`src/rtl/regfile_write_arbiter.sv`:
```
// regfile_write_arbiter: shares the single register-file write port between
// the single-cycle ALU path (source A) and the long-latency path (source B).
// Each source owns a 1-entry holding slot. Every cycle one occupied slot is
// granted and driven combinationally onto wb_*. pend_busy shows which
// registers still have a write in flight.
// Optional feature: define REGFILE_ARB_FWD_EN to add the fwd_rs/fwd_hit/
// fwd_data forwarding lookup. Without it, hazard logic stalls on pend_busy.
module regfile_write_arbiter #(
  parameter int XLEN         = 64,
  parameter int AW           = 5,
  parameter int STARVE_LIMIT = 4
) (
  input  logic                clk,
  input  logic                reset,
  input  logic                a_valid,
  output logic                a_ready,
  input  logic [AW-1:0]       a_rd,
  input  logic [XLEN-1:0]     a_data,
  input  logic                b_valid,
  output logic                b_ready,
  input  logic [AW-1:0]       b_rd,
  input  logic [XLEN-1:0]     b_data,
  output logic                wb_en,
  output logic [AW-1:0]       wb_rd,
  output logic [XLEN-1:0]     wb_data,
  output logic [(2**AW)-1:0]  pend_busy,
`ifdef REGFILE_ARB_FWD_EN
  input  logic [AW-1:0]       fwd_rs,
  output logic                fwd_hit,
  output logic [XLEN-1:0]     fwd_data,
`endif
  output logic [3:0]          b_starve_cnt
);

  localparam logic [3:0] StarveLimit = 4'(STARVE_LIMIT);
  localparam logic [3:0] StarveMax   = 4'hF;

  // Slot state. aOlder/bOlder mark a slot that was loaded strictly before the
  // other currently occupied slot; both clear means loaded on the same edge.
  logic            aFull, bFull;
  logic            aOlder, bOlder;
  logic [AW-1:0]   aRdQ, bRdQ;
  logic [XLEN-1:0] aDataQ, bDataQ;
  logic [3:0]      starveCnt;

  logic grantA, grantB;
  logic aLoad, bLoad;

  // Arbitration: sole occupant, then age on equal rd, then starvation, then A.
  always_comb begin
    // NOTE: every always_comb output gets a default first so no path leaves it
    // unassigned; a missing default would infer a latch.
    grantB = 1'b0;
    if (bFull) begin
      if (!aFull)                       grantB = 1'b1;
      else if (aRdQ == bRdQ)            grantB = !aOlder;  // tie on same edge goes to B
      else if (starveCnt == StarveLimit) grantB = 1'b1;
    end
    grantA = aFull && !grantB;
  end

  // A slot accepts when empty or draining this cycle; under reset both report ready.
  assign a_ready = reset || !aFull || grantA;
  assign b_ready = reset || !bFull || grantB;

  // Writes to x0 complete the handshake but never occupy a slot.
  assign aLoad = a_valid && a_ready && (a_rd != '0);
  assign bLoad = b_valid && b_ready && (b_rd != '0);

  // Occupancy, age bits and starve counter; reset discards held entries.
  always_ff @(posedge clk) begin
    // NOTE: sequential state uses non-blocking assignments only, so every
    // register samples the pre-edge values regardless of statement order.
    if (reset) begin
      aFull     <= 1'b0;
      bFull     <= 1'b0;
      aOlder    <= 1'b0;
      bOlder    <= 1'b0;
      starveCnt <= '0;
    end else begin
      // A fresh entry is never older than an entry already held.
      if (aLoad) begin
        aFull  <= 1'b1;
        aOlder <= 1'b0;
      end else if (grantA) begin
        aFull  <= 1'b0;
        aOlder <= 1'b0;
      end else if (aFull && bLoad) begin
        aOlder <= 1'b1;
      end

      if (bLoad) begin
        bFull  <= 1'b1;
        bOlder <= 1'b0;
      end else if (grantB) begin
        bFull  <= 1'b0;
        bOlder <= 1'b0;
      end else if (bFull && aLoad) begin
        bOlder <= 1'b1;
      end

      if (bFull && !grantB)
        starveCnt <= (starveCnt == StarveMax) ? StarveMax : starveCnt + 4'd1;
      else
        starveCnt <= '0;
    end
  end

  // Slot payload capture; only meaningful while the matching full bit is set.
  always_ff @(posedge clk) begin
    // NOTE: payload registers are deliberately not reset; the full bits gate
    // every use, so clearing them would only add reset fanout.
    if (aLoad) begin
      aRdQ   <= a_rd;
      aDataQ <= a_data;
    end
    if (bLoad) begin
      bRdQ   <= b_rd;
      bDataQ <= b_data;
    end
  end

  // Write-port mux from the granted slot; zeros when idle or in reset.
  always_comb begin
    wb_en   = 1'b0;
    wb_rd   = '0;
    wb_data = '0;
    if (!reset) begin
      if (grantB) begin
        wb_en   = 1'b1;
        wb_rd   = bRdQ;
        wb_data = bDataQ;
      end else if (grantA) begin
        wb_en   = 1'b1;
        wb_rd   = aRdQ;
        wb_data = aDataQ;
      end
    end
  end

  // Pending-destination bitmap decoded from occupied slots; x0 never pends.
  always_comb begin
    pend_busy = '0;
    if (!reset) begin
      if (aFull) pend_busy[aRdQ] = 1'b1;
      if (bFull) pend_busy[bRdQ] = 1'b1;
      pend_busy[0] = 1'b0;
    end
  end

  assign b_starve_cnt = reset ? 4'd0 : starveCnt;

`ifdef REGFILE_ARB_FWD_EN
  logic aMatch, bMatch;

  assign aMatch = aFull && (aRdQ == fwd_rs);
  assign bMatch = bFull && (bRdQ == fwd_rs);

  // Forwarding lookup: the younger matching slot supplies the data. With both
  // loaded on the same edge A is younger, since B was issued first.
  always_comb begin
    fwd_hit  = 1'b0;
    fwd_data = '0;
    if (!reset && (fwd_rs != '0) && (aMatch || bMatch)) begin
      fwd_hit  = 1'b1;
      fwd_data = (bMatch && (!aMatch || aOlder)) ? bDataQ : aDataQ;
    end
  end
`endif

endmodule
```
`config.mk`:
```
export PLATFORM = sky130hd
export DESIGN_NAME = regfile_write_arbiter
export DESIGN_NICKNAME = d
export VERILOG_FILES = /design/src/rtl/regfile_write_arbiter.sv
export SDC_FILE = /design/constraint.sdc
export NUM_CORES = 1
export LEC_CHECK = 0
export CAP_MARGIN = 5
export CORE_MARGIN = 8
export CORE_UTILIZATION = 45
export CTS_CLUSTER_SIZE = 8
export DETAILED_ROUTE_END_ITERATION = 10
export GPL_TIMING_DRIVEN = 0
export HOLD_SLACK_MARGIN = 0.12
export PLACE_DENSITY_LB_ADDON = 0.25
export SYNTH_ARGS = -nofsm -noshare
export SYNTH_HDL_FRONTEND = slang
export SYNTH_SLANG_ARGS = --single-unit
```
`constraint.sdc`:
```
create_clock -name clk -period 6.72 [get_ports clk]
set_input_delay 1.344 -clock clk [delete_from_list [all_inputs] [get_ports clk]]
set_output_delay 1.344 -clock clk [all_outputs]
set_load 0.02 [all_outputs]
```
After elaboration in Yosys (flattened, before gate mapping):

Cells that the tools add are included.

* bits of input ports: 142
* output and inout bits: 108
* logic and storage cells: 68
* register bits after elaboration: 145

* multiplexer cells: 27
* equality and inequality tests: 3
* reduce and logical (&&, ||, !) cells: 23
* $lt $le $gt $ge: 4
* add/subtract/negate cells: 1
* bitwise logic cells: 2

Operator list (count)
* 64-bit 2-to-1 mux: 3
* 32-bit 2-to-1 mux: 4
* 32-bit bitwise OR: 1
* 5-bit 2-to-1 mux: 3
* 1-bit 2-to-1 mux: 13
* 5-bit by 6-bit < comparator with 1-bit output, second input constant: 2
* 1-bit demux with 5-bit select: 2
* 5-bit by 1-bit >= comparator with 1-bit output, second input constant: 2
* 5-bit nonzero test: 2
* 1-bit logical AND: 9
* 4-bit 2-to-1 mux: 2
* 5-bit == test: 1
* 4-bit by 1-bit adder with 4-bit output, second input constant: 1
* 4-bit by 3-bit == test with 1-bit output, second input constant: 1
* 4-bit == test, second input constant: 1
* 1-bit zero test: 4
* 1-bit logical OR: 4
* 2-bit nonzero test: 2
* 3-bit OR reduction: 1
* 2-bit OR reduction: 1
* 1-bit NOT: 1

Depth between registers and ports, before layout:

Gate-level depths: netlist of run 1.

* word-level depth: 11
* depth in mapped cells: 9
* mapped depth without buffers: 7

Worst setup path after synthesis of run 1:

Ideal clock, no wire load.

* kind: input -> register
* from: input reset
* to: register aDataQ[0], enable pin
* slack: 1125 ps
* stages: 4
* arrival: 5077 ps
* data required time: 6201 ps
* library setup time: 519 ps
* path buffers: 2
* cells stage by stage: nor2b_1 clkbuf_1 clkbuf_1 a21oi_1

* longest elaborated chain between the ends: 4

RTL lines
* start, declared: line 14 `input logic reset,`
* 1-bit logical OR (2 in series): line 63 `assign a_ready = reset || !aFull || grantA;`
* 1-bit logical AND (2 in series): line 67 `assign aLoad = a_valid && a_ready && (a_rd != '0);`
* named net aLoad: line 47 `logic aLoad, bLoad;`
* end signal, assigned: line 115 `aDataQ <= a_data;`
* end, declared: line 43 `logic [XLEN-1:0] aDataQ, bDataQ;`

The timed path passes the listed nets, and every way through them passes these cells.
A chain may end at the register's enable or synchronous reset.

Worst setup path after layout of run 1:

* from: input reset
* to: output wb_data[61]

* longest elaborated chain between the ends: 1

RTL lines
* 64-bit 2-to-1 mux: line 128 `if (!reset) begin`
* end, declared: line 25 `output logic [XLEN-1:0] wb_data,`

Every way passes these cells.

==> flow_metrics.py, run 1 <==
metrics = {
    "status": {
        "status": "complete, no violations",
    },
    "synthesis": {
        "async_reset_ff_share_pct": 0,
        "yosys_warnings": 0,
        "syn_area_sq_um": 6674,
        "postSynthCellCount": 551,
        "synth_edf_count": 138,
        "synth.distinct_cells": 37,
        "ys_seq_elements": 145,
        "syn_area_per_cell_sq_um": 12.11,
        "yosys_most_used_dff": "edfxtp_1",
        "syn_nets": 695,
        "yosysSeqAreaShare_pct": 64.19,
    },
    "finish": {
        "multi_input_area_sq_um": 2166,
        "antenna_cells": 0,
        "syn2layout_area_growth_pct": 50.58,
        "n_fill_cell": 1049,
        "seq_area_sq_um": 4284,
        "final_common_cell": "clkdlybuf4s50_1",
        "final_cell_mix": "clkdlybuf4s50_1, edfxtp_1, nand2b_1, o211ai_1, o21ai_0",
        "num-nets-final": 966,
        "layout-drive-gt1-share_pct": 5.995,
        "stdcell_area_sq_um": 10050,
    },
    "clock_network": {
        "cts_sinks": 145,
        "cts-buffers-inserted": 17,
        "hold_buffers": 0,
        "cts_resized": 0,
        "h-tree-depth": 4,
        "clk_latency_ps": 420,
        "cts_tree": "built",
        "cts_setup_buffers": 0,
        "cts_max_path_buffers": 2,
        "clk_pin_slew_ps": 60,
        "root_buffer": "clkbuf_16",
    },
    "floorplan": {
        "chipWidth_um": 137.8,
        "num_rows": 44,
        "die_y_um": 137.8,
        "core-area_sq_um": 14530,
        "dieArea_sq_um": 18980,
        "pin_count": 250,
        "initial_core_util_pct": 45.92,
    },
    "worst_hold_path": {
        "hold_depth": 1,
        "hp-class": "reg2reg",
        "holdPathEnd": "starveCnt[0]",
        "holdCritStartpoint": "starveCnt[0]",
    },
    "worst_setup_path": {
        "reg2reg_from": "bRdQ[2]",
        "arrival_ps": 3820,
        "worst-path-max-fanout": 10,
        "slowest_stage": "clkdlybuf4s50_1",
        "r2r_cells": 9,
        "r2r_slack_ps": 2990,
        "worstPathRequired_ps": 5380,
        "cp_cell_sequence": "clkdlybuf4s50_1, nor2b_1, clkbuf_1, clkbuf_1, o211ai_1, o21ai_1, clkdlybuf4s50_1",
        "path_class": "in2out",
        "cp_slowest_stage_delay_ps": 630,
        "cp-start-kind": "primary input",
        "r2r-end": "aDataQ[16]",
        "worstSetupEndpointType": "output pin",
    },
    "global_route": {
        "grt-ovfl-total": 0,
        "antenna_found_initial": 0,
        "grt_pass1_vias": 5923,
        "track_usage_pct": 22.26,
        "grt_pass1_wl_um": 32060,
        "grt_max_degree": 29,
    },
    "sta": {
        "hold_viol_final": 0,
        "fin_crit_sh_pct": 76.82,
        "setup_viol": 0,
        "period_needed_ps": 5162,
        "maxSlewHeadroom_pct": 32.83,
        "rsz0062_at_grt": "false",
        "drv_slew": 0,
        "fmax_mhz": 193.7,
        "fin_skew_ps": 7.895,
        "tightest_slew_ps": 1005,
        "worst_slack_ps": 1558,
    },
    "power_and_ir_drop": {
        "cellPowerDensity_nw_per_um2": 225.6,
        "power_leakage_nw": 3.313,
        "vdd_drop_max_v": 0.0001741,
        "p_total_mw": 2.268,
    },
    "routing": {
        "drc": 0,
        "vias": 5562,
        "drt-vias-per-instance": 5.464,
        "drt_iter0_markers": 505,
        "drt_pass1_iterations": 5,
        "totalWireLength_um": 21100,
        "post_drt_wl_per_cell_um": 20.72,
        "ant_nets": 0,
    },
    "placement": {
        "io_buffers": 248,
        "gp_congestion": 0.8584,
        "pre_cts_slack_ps": 1567,
        "place_area_sq_um": 9508,
        "dp_hpwl_um": 15950,
    },
    "flow_run": {
        "cap_violations": 0,
    },
}
[registers in the layout, summed over array words and instances, names as in the netlist]
register and cells:
aRdQ 5, bDataQ 64, bRdQ 5, aOlder 1, aFull 1, starveCnt 4
aDataQ 64, bFull 1
[kinds of logic after synthesis]
| group | after synthesis | share of synthesized area, % |
|---|---|---|
| fa+ha+maj | 2 | 0.3749 |
| other cells | 1 | 0.05619 |
| simple gates | 159 | 13.31 |
| flops | 145 | 64.19 |
| mux | 1 | 0.2062 |
| buf+inv | 56 | 3.637 |
| xor+xnor | 5 | 0.6563 |
| compound gates | 182 | 17.57 |
[per-stage QoR]
step | cells | hold slack, ps | TNS (ps) | utilization (%)
after global routing | 1018 | 531.1 | 0 | 69.15
after detailed placement | 987 | 498.7 | 0 | 65.42
after global placement | 983 | 472.1 | -140610 | 64.58
final | 1018 | 515.3 | 0 | 69.15
after CTS | 1018 | 510.8 | 0 | 69.15
after floorplan | 551 | 461.8 | 0 | -
[synthesized netlist by cell type (all sizes together), types with 3 or more instances]
library cell    n  area [sq um]
a22oi          31         232.7
and3b           4         35.03
nor3b          10         75.07
a21oi           5         25.02
o211ai         68         510.5
inv             5         18.77
nand2           9         33.78
nor2b           4         25.02
nor2           45         168.9
clkbuf         37         138.9
nand3           3         15.01
or4             3         22.52
o21ai          73         365.4
edfxtp        138          4144
dfxtp           7         140.1
nand2b         68         425.4
xor2            3         26.28
and3            3         18.77
buf            14         85.08
nor3            5         36.29
[metal layers]
layer | GRT usage (%) | share of wire, %
met2 | 36.31 | 49
met4 | 6.925 | 1.4
met1 | 27.12 | 39
met5 | 0 | 0
met3 | 7.914 | 11
[report_power, final]
part / internal (mW) / switching [mW] / total [mW]
sequential: 1.05 / 0.0160 / 1.07
clock: 0.504 / 0.359 / 0.863
combinational: 0.161 / 0.175 / 0.336
[critical path: cells and delay by family]
kind                   cells  cell delay (ps)
buffers and inverters      4             2050
AOI/OAI and AO/OA          2              300
and+or+nand+nor            1              110
[worst max path at each step]
stage	start	endpoint	slack, ps	cells past startpoint
after floorplan	reset	aDataQ[0]	1120	4
after global placement	reset	aDataQ[27]	-1070	5
after detailed placement	reset	wb_data[61]	1570	7
after CTS	reset	wb_data[60]	1560	7
after global routing	reset	pend_busy[11]	1380	6
final	reset	wb_data[61]	1560	7
[layout make-up]
cell class	instances	area share (%)
buffer	51	2.229
clock buffer	17	4.233
clock inverter	14	1.158
inverter	5	0.1868
multi-input combinational	350	21.55
sequential	145	42.63
tap	184	2.291
timing repair buffer	252	25.72
No activity file was read; power rests on OpenSTA's default activity.
==> run 2: changes to the inputs <==
--- a/config.mk
+++ b/config.mk
@@ -7,7 +7,7 @@
 export LEC_CHECK = 0
 export CAP_MARGIN = 5
 export CORE_MARGIN = 8
-export CORE_UTILIZATION = 45
+export CORE_UTILIZATION = 40
 export CTS_CLUSTER_SIZE = 8
 export DETAILED_ROUTE_END_ITERATION = 10
 export GPL_TIMING_DRIVEN = 0
==> constraint.sdc (replaced) <==
create_clock -name clk -period 4.53 [get_ports clk]
set_input_delay 0.906 -clock clk [delete_from_list [all_inputs] [get_ports clk]]
set_output_delay 0.906 -clock clk [all_outputs]
set_load 0.02 [all_outputs]
==> run 2 against run 1 <==
  * Total power up 53%
  * Via count down 1.8%
  * Sequential share of layout area shrank 0.33 points
  * Register-to-register slack worse by 1600 ps
  * Clock skew increased by 0.59 ps
  * Global-route usage decreased by 2.4 points
  * Largest power group unchanged
==> flow_metrics.py, run 2 (synthesis results as in run 1) <==
metrics = {
    "worst_setup_path": {
        "worstPathRequired_ps": 3620,
        "cp.buffers_inverters": 3,
        "crit_top_cell": "buf_2",
        "cp_slowest_stage_delay_ps": 670,
        "cpLargestDelayFamily": "buffers and inverters",
        "r2r_cells": 8,
        "cp_cell_sequence": "buf_2, xor2_1, nor3_4, mux2i_4, buf_2, nor2_1, o31ai_1, clkdlybuf4s50_1",
        "r2r_slack_ps": 1430,
        "cp.depth": 8,
        "worst-path-max-fanout": 10,
        "cp-endpoint": "wb_rd[0]",
        "arrival_ps": 3430,
        "worstSetupEndpointType": "output pin",
        "r2r-end": "aDataQ[5]",
        "path_class": "reg2out",
        "reg2reg_from": "bRdQ[2]",
        "cp-start-kind": "register",
        "critPathLaunch": "bRdQ[2]",
        "slowest_stage": "clkdlybuf4s50_1",
    },
    "sta": {
        "hold_viol_final": 0,
        "tightest_slew_ps": 1019,
        "setup_viol": 0,
        "period_needed_ps": 4340,
        "drv_slew": 0,
        "rsz0062_at_grt": "true",
        "fin_crit_sh_pct": 95.81,
        "fin_skew_ps": 8.480,
        "maxSlewHeadroom_pct": 31.90,
        "fmax_mhz": 230.4,
    },
    "power_and_ir_drop": {
        "p_sw_share_pct": 24.54,
        "p_comb_share_pct": 14.3,
        "vdd_drop_max_v": 0.0002209,
        "p_total_mw": 3.469,
        "switching_power_mw": 0.8511,
        "power_leakage_nw": 3.338,
        "power.share.clock_pct": 40.0,
        "cellPowerDensity_nw_per_um2": 342.5,
        "seq_power_share_pct": 45.7,
        "intPower_mw": 2.618,
    },
    "routing": {
        "totalWireLength_um": 20990,
        "drc": 0,
        "vias": 5463,
        "post_drt_wl_per_cell_um": 19.90,
        "drt_iter0_markers": 328,
        "ant_nets": 0,
        "drt-vias-per-instance": 5.178,
        "drt_pass1_iterations": 5,
    },
    "floorplan": {
        "chipWidth_um": 145.2,
        "initial_core_util_pct": 40.53,
        "num_rows": 47,
        "core-area_sq_um": 16470,
        "pin_count": 250,
        "dieArea_sq_um": 21070,
        "die_y_um": 145.2,
    },
    "global_route": {
        "track_usage_pct": 19.86,
        "grt_pass1_vias": 5917,
        "grt_max_degree": 36,
        "antenna_found_initial": 0,
        "grt-ovfl-total": 0,
        "grt_pass1_wl_um": 32790,
    },
    "worst_hold_path": {
        "holdCritStartpoint": "aOlder",
        "hold_depth": 2,
        "hp-class": "reg2reg",
    },
    "placement": {
        "dp_hpwl_um": 15840,
        "dp_cells": 1023,
        "gp_congestion": 0.8688,
        "io_buffers": 248,
        "place_area_sq_um": 9530,
    },
    "finish": {
        "antenna_cells": 0,
        "final_common_cell": "clkdlybuf4s50_1",
        "syn2layout_area_growth_pct": 51.74,
        "layout-drive-gt1-share_pct": 6.467,
        "n_fill_cell": 1307,
        "stdcell_area_sq_um": 10130,
        "num-nets-final": 966,
        "final_cell_mix": "clkdlybuf4s50_1, edfxtp_1, nand2b_1, o211ai_1, o21ai_0",
        "reg_top3": "aDataQ: 64 flops, bDataQ: 64 flops",
        "stdcell_count": 1055,
    },
    "flow_run": {
        "cap_violations": 0,
    },
    "clock_network": {
        "root_buffer": "clkbuf_16",
        "cts_tree": "built",
        "h-tree-depth": 4,
        "clk_latency_ps": 420,
        "clk_pin_slew_ps": 60,
        "cts-buffers-inserted": 17,
        "cts_setup_buffers": 0,
        "cts_sinks": 145,
        "cts_max_path_buffers": 2,
    },
    "status": {
        "status": "complete, no violations",
    },
}
[run 2: layout make-up]
cell class	count	area [sq um]	area share, %
multi-input cells	350	2178	21.51
inverters	5	18.77	0.1853
plain buffers	51	225.2	2.224
flip-flops and latches	145	4284	42.30
clock inverters	14	153.9	1.520
repair buffers	252	2562	25.30
well taps	220	275.3	2.718
clock buffers	18	429.2	4.238
[run 2: power groups by stage]
stage	combinational [mW]	sequential (mW)	clock (mW)
after floorplan	0.215	1.61	0
after global placement	0.473	1.62	0
after detailed placement	0.495	1.61	0
after CTS	0.499	1.58	1.41
after global routing	0.534	1.59	1.47
final	0.496	1.58	1.39
[run 2: worst min-delay path by stage]
stage | endpoint | slack, ps
2_1_floorplan | starveCnt[0] | 460
3_3_place_gp | starveCnt[0] | 470
3_5_place_dp | aOlder | 510
4_1_cts | aOlder | 520
5_1_grt | aOlder | 540
6_report | aOlder | 520
[run 2: tightest hold or removal path: stages, from the launching register on]
cell and delay (ps):
dfxtp_1 330, nand3_1 60, o21ai_0 70
[run 2: metrics by stage]
stage | setup WS, ps | TNS (ps) | utilization, % | hold slack (ps)
floorplan | 598.7 | 0 | - | 461.8
global placement | -983.2 | -120020 | 57.32 | 474.3
detailed placement | 191.6 | 0 | 57.88 | 509.6
CTS | 134.2 | 0 | 61.50 | 518.0
global route | -32.63 | -141.4 | 61.50 | 540.5
finish | 189.6 | 0 | 61.50 | 516.9
[run 2: what timing repair did]
| action | CTS | global route |
|---|---|---|
| gates resized for setup | 2 | 4 |
| hold buffers | 0 | 0 |
| endpoints found under the hold margin | 0 | 0 |
| endpoints found under the setup margin | 25 | 13 |
[run 2: routing by layer]
layer  vias to the layer above  part of all wire [%]  wire length, um  track usage, %
met5                         -                     0                0               0
met1                      2563                    41             8508           22.60
met4                         0                   2.0              411           6.351
li1                       2620                     -                -               -
met3                        33                   9.2             1924           8.458
met2                       247                    48            10150           33.20
==> run 3: changes to the inputs <==
--- a/config.mk
+++ b/config.mk
@@ -8,6 +8,7 @@
 export CAP_MARGIN = 5
 export CORE_MARGIN = 8
 export CORE_UTILIZATION = 40
+export CTS_CLUSTER_DIAMETER = 100
 export CTS_CLUSTER_SIZE = 8
 export DETAILED_ROUTE_END_ITERATION = 10
 export GPL_TIMING_DRIVEN = 0
==> results of run 3 <==
The final DEF is identical to that of run 2; final timing and power are the same.
